$ cat src/rtl/pipeline_ctrl_pkg.sv
// Shared pipeline-control types: sequencer states and register-zero constant,
// also used by the forwarding logic.
package pipeline_ctrl_pkg;

  typedef enum logic [1:0] {
    RUN      = 2'd0,
    MEM_WAIT = 2'd1,
    MEM_DONE = 2'd2
  } pipe_state_e;

  localparam logic [4:0] REG_ZERO = 5'd0;

  // A source depends on a destination only if it names the same non-zero register.
  function automatic logic reg_hazard(input logic [4:0] src, input logic [4:0] dst);
    return (dst != REG_ZERO) && (src == dst);
  endfunction

endpackage

$ cat src/rtl/mem_wait_timer.sv
// Loadable down-counter with zero flag, timing multi-cycle data-memory stalls.
module mem_wait_timer #(
  parameter int unsigned W = 2
) (
  input  logic         clk,
  input  logic         rst,
  input  logic         i_load,
  input  logic [W-1:0] i_load_val,
  input  logic         i_dec,
  output logic [W-1:0] o_cnt,
  output logic         o_zero
);

  logic [W-1:0] r_cnt;

  always_ff @(posedge clk or posedge rst) begin
    if (rst) begin
      r_cnt <= '0;
    end else if (i_load) begin
      r_cnt <= i_load_val;
    end else if (i_dec && (r_cnt != '0)) begin
      r_cnt <= r_cnt - W'(1);
    end
  end

  assign o_cnt  = r_cnt;
  assign o_zero = (r_cnt == '0);

endmodule

$ cat src/rtl/hazard_stall_controller.sv
// Pipeline sequencer: PC/IF-ID/ID-EX enables, bubbles and flushes for load-use,
// taken branches and multi-cycle memory accesses, plus a saturating stall counter.
module hazard_stall_controller
  import pipeline_ctrl_pkg::*;
#(
  parameter int unsigned MEM_LATENCY = 2,
  parameter int unsigned STALL_CNT_W = 16
) (
  input  logic                   clk,
  input  logic                   rst,
  input  logic [4:0]             id_rs,
  input  logic [4:0]             id_rt,
  input  logic                   id_uses_rt,
  input  logic [4:0]             ex_rd,
  input  logic                   ex_mem_read,
  input  logic                   ex_branch_taken,
  input  logic                   mem_access,
  output logic                   pc_write,
  output logic                   if_id_write,
  output logic                   id_ex_write,
  output logic                   id_ex_bubble,
  output logic                   if_id_flush,
  output logic                   ex_mem_hold,
  output logic                   mem_busy,
  output logic [STALL_CNT_W-1:0] stall_cycles
);

  localparam int unsigned CNT_W      = $clog2(MEM_LATENCY + 1);
  localparam bit          MEM_STALLS = (MEM_LATENCY > 1);
  localparam int unsigned LOAD_VAL   = MEM_STALLS ? (MEM_LATENCY - 2) : 0;

  pipe_state_e             r_state;
  pipe_state_e             w_next;
  logic [STALL_CNT_W-1:0]  r_stall_cycles;
  logic                    w_load_use;
  logic                    w_tmr_load;
  logic                    w_tmr_dec;
  logic [CNT_W-1:0]        w_tmr_cnt;
  logic                    w_tmr_zero;

  mem_wait_timer #(
    .W(CNT_W)
  ) u_timer (
    .clk        (clk),
    .rst        (rst),
    .i_load     (w_tmr_load),
    .i_load_val (CNT_W'(LOAD_VAL)),
    .i_dec      (w_tmr_dec),
    .o_cnt      (w_tmr_cnt),
    .o_zero     (w_tmr_zero)
  );

  assign w_load_use = ex_mem_read &&
                      (reg_hazard(id_rs, ex_rd) || (id_uses_rt && reg_hazard(id_rt, ex_rd)));

  // Reset overrides everything so the same-cycle outputs match the reset state.
  always_comb begin
    pc_write     = 1'b1;
    if_id_write  = 1'b1;
    id_ex_write  = 1'b1;
    id_ex_bubble = 1'b0;
    if_id_flush  = 1'b0;
    ex_mem_hold  = 1'b0;
    mem_busy     = 1'b0;
    w_tmr_load   = 1'b0;
    w_tmr_dec    = 1'b0;
    w_next       = r_state;
    if (rst) begin
      w_next = RUN;
    end else if (r_state == MEM_WAIT) begin
      pc_write    = 1'b0;
      if_id_write = 1'b0;
      id_ex_write = 1'b0;
      ex_mem_hold = 1'b1;
      mem_busy    = 1'b1;
      w_tmr_dec   = 1'b1;
      if (w_tmr_zero || (w_tmr_cnt == CNT_W'(1))) begin
        w_next = MEM_DONE;
      end
    end else if ((r_state == RUN) && mem_access && MEM_STALLS) begin
      pc_write    = 1'b0;
      if_id_write = 1'b0;
      id_ex_write = 1'b0;
      ex_mem_hold = 1'b1;
      mem_busy    = 1'b1;
      w_tmr_load  = 1'b1;
      w_next      = (LOAD_VAL != 0) ? MEM_WAIT : MEM_DONE;
    end else begin
      if (ex_branch_taken) begin
        if_id_flush  = 1'b1;
        id_ex_bubble = 1'b1;
      end else if (w_load_use) begin
        pc_write     = 1'b0;
        if_id_write  = 1'b0;
        id_ex_bubble = 1'b1;
      end
      w_next = RUN;
    end
  end

  always_ff @(posedge clk or posedge rst) begin
    if (rst) begin
      r_state        <= RUN;
      r_stall_cycles <= '0;
    end else begin
      r_state <= w_next;
      if (!pc_write && (r_stall_cycles != '1)) begin
        r_stall_cycles <= r_stall_cycles + STALL_CNT_W'(1);
      end
    end
  end

  assign stall_cycles = r_stall_cycles;

endmodule

$ cat config.mk
export PLATFORM = sky130hd
export DESIGN_NAME = hazard_stall_controller
export DESIGN_NICKNAME = d
export VERILOG_FILES = /design/src/rtl/pipeline_ctrl_pkg.sv /design/src/rtl/mem_wait_timer.sv /design/src/rtl/hazard_stall_controller.sv
export SDC_FILE = /design/constraint.sdc
export NUM_CORES = 1
export LEC_CHECK = 0
export CORE_MARGIN = 8
export CORE_UTILIZATION = 37
export DETAILED_ROUTE_END_ITERATION = 10
export PLACE_DENSITY = 0.75
export SYNTH_ARGS = -nofsm -noshare
export SYNTH_HDL_FRONTEND = slang
export SYNTH_HIERARCHICAL = 1
export SYNTH_SLANG_ARGS = --single-unit
$ cat constraint.sdc
create_clock -name clk -period 2.2 [get_ports clk]
set_clock_uncertainty 0.2 [all_clocks]
set_input_delay 0.33 -clock clk [delete_from_list [all_inputs] [get_ports clk]]
set_output_delay 0.33 -clock clk [all_outputs]
set_load 0.02 [all_outputs]
==> reports/qor.yml <==
routing:
  post_drt_via_cell_ratio: 5.01
  vias: 1033
  drc_errors: 0
  antenna_left: 0
  drtIter0Drc: 28
  wirelength_um: 3230
  drt-pass1-iter-count: 4
  wire_per_inst_um: 15.7
setup_path:
  slowest_stage: "or4_4"
  end_kind: "output port"
  cp.required_ps: 1670
  crit_type: "input pin to output port"
  cp_cell_sequence: "dlygate4sd2_1, or4_4, o21ai_2, nor2_1, a21oi_2, buf_4"
  cp.arrival_ps: 1710
  critPathMaxFanout: 3
  cp-start-kind: "input pin"
  slowest_delay_ps: 520
global_route:
  first_global_vias: 1106
  overflow: 0
  grt_use_total: 0.148
  grt_pass1_wl_um: 5170
  grt_max_degree: 18
  antenna_found_initial: 0
clock_tree:
  hold_buffers: 0
  clock-sinks: 17
  cts.clk_slew.worst_paths_ps: 110
  numCtsBuffers: 3
  clock-root-buffer: "clkbuf_4"
  clk_latency_ps: 300
  htree_num_levels: 1
  cts_buffer_depth: 2
  cts_tree: "built"
die:
  die-area_um2: 4650
  num_rows: 19
  io_pins: 44
  die_w_um: 68.2
  initial_core_util: 0.379
  die_h_um: 68.2
  core-area_um2: 2660
synthesis:
  synth_nets: 121
  yosysMostFrequentCell: "xor2_1"
  netlist_instances: 99
  synth_top_area_frac: 0.422
  yosys_warnings: 6
  synth_edf_count: 0
  synthTopCellsByArea: "dfrtp_1 42%, xor2_1 18%, nor3_2 4.0%"
  synth_top_area_cell: "dfrtp_1"
  synth_area_per_cell_um2: 10.2
  yosysSeqAreaShare: 0.422
  synth_area_um2: 1010
  ys_ff_latch: 17
  ys_top_cells_by_count: "21 x xor2_1, 17 x dfrtp_1, 7 x nand3_1"
  ys_types: 27
  synthArstFlopShare: 1.00
  synth_ff_type: "dfrtp_1"
placement:
  hpwlAfterDp_um: 2370
  place_inst: 199
  gp_congestion: 0.797
  io_buffers: 43
  dpl_worst_slack_ps: -748
job:
  max_cap_viol_count: 0
timing:
  rsz0062_at_grt: "true"
  max_freq_mhz: 447
  layout_worst_path_cycle_share: 1.02
  setup_slack_ps: -35.2
  maxSlewViolCount: 0
  worst_pin_slew_ps: 535
  max_slew_margin: 0.642
  finalSetupViolations: 6
  hold_violations: 0
  hold-worst-slack_ps: 261
  min_period_ps: 2240
cells_and_area:
  fin_nets: 198
  fin_cells: 206
  area_growth_pct: 80.4
  final_layout_size_suffix_gt1_frac: 0.360
  antenna_cells: 0
outcome:
  outcome: "finished, violations left"
  violations: "setup timing"
min_path:
  hp-class: "input pin to asynchronous set/reset pin"
power_and_ir_drop:
  pwr_density_cell_nw_per_um2: 621
  power_uw: 1130
  ir_drop_v: 0.000678
  p_leak_uw: 0.000914
==> report_power, final <==
part | total (uW) | switching, uW | leakage [uW] | internal [uW]
logic | 557 | 288 | 0.000682 | 269
clock network | 174 | 106 | 0.0000177 | 67.8
registers | 399 | 32.9 | 0.000215 | 366
==> worst max-delay path: cells and delay by family <==
family                 cells  cell delay [ps]
buffers and inverters      2              440
AOI/OAI and AO/OA          2              320
and+or+nand+nor            2              610
==> metal layers <==
metal,up-vias,share of wire,global-route usage
met4,0,0.030,0.0716
li1,498,-,-
met1,500,0.39,0.163
met3,9,0.051,0.0262
met2,26,0.53,0.267
met5,-,0,0
==> through the flow <==
step	util	cell area, um2	setup TNS [ps]
3_5_place_dp	0.631	1680	-9440
4_1_cts	0.665	1770	-107
6_report	0.683	1820	-157
3_3_place_gp	0.631	1680	-8080
2_1_floorplan	-	1020	0
5_1_grt	0.683	1820	-1280
==> logic make-up (layout without fill, tap and decap cells) <==
family                   Yosys count  in the layout  synth area share
buffers and inverters             10             85            0.0533
flip-flops                        17             17             0.422
AO/OA/AOI/OAI                      6              7            0.0409
multiplexers                       1              1            0.0112
XOR/XNOR                          25             25             0.217
adder cells (fa/ha/maj)            1              1            0.0124
AND/OR/NAND/NOR                   39             39             0.243
==> path summary, 6_finish.rpt <==
kind                             startpoint                to  slack, ps  depth (start not counted)
max in group asynchronous               rst   stall_cycles[1]       1330                          3
hold / removal                          rst   stall_cycles[9]        260                          3
setup / recovery                   ex_rd[2]          pc_write        -40                          6
setup reg to reg            stall_cycles[0]  stall_cycles[13]        -30                          8
min in group clk           stall_cycles[15]  stall_cycles[15]        320                          1
hold reg to reg            stall_cycles[15]  stall_cycles[15]        320                          1
==> state kept, by name (all words and copies together), names as in the netlist <==
signal        flops
stall_cycles     16
r_state           1
==> cells in the final DEF, fill, tap and decap left out, types with 3 or more instances in the layout <==
cell type,synthesis,layout
buf_4,2,32
clkdlybuf4s50_1,0,24
xor2_1,21,21
dfrtp_1,17,15
dlygate4sd2_1,0,11
nand3_1,7,7
inv_1,6,6
nor2_1,6,6
nand2_1,4,4
xnor2_1,4,4
nor4_4,1,4
nor3_2,4,3
clkbuf_4,0,3
dlymetal6s2s_1,0,3
buf_6,1,3
==> repair_timing <==
item                       4_1_cts  5_1_grt
pin swaps                        6        9
setup endpoints to repair       23       16
gates resized for setup         42       10
buffers inserted                 1        1
cloned                           1        0
==> layout make-up <==
cell class,instances,area (um2)
inverter,6,22.5
clock inverter,1,5.00
multi-input combinational,73,639
timing repair buffer,75,663
tap,31,38.8
sequential,17,428
clock buffer,3,22.5
fill,217,843
Power figures use the tool's default switching activity.
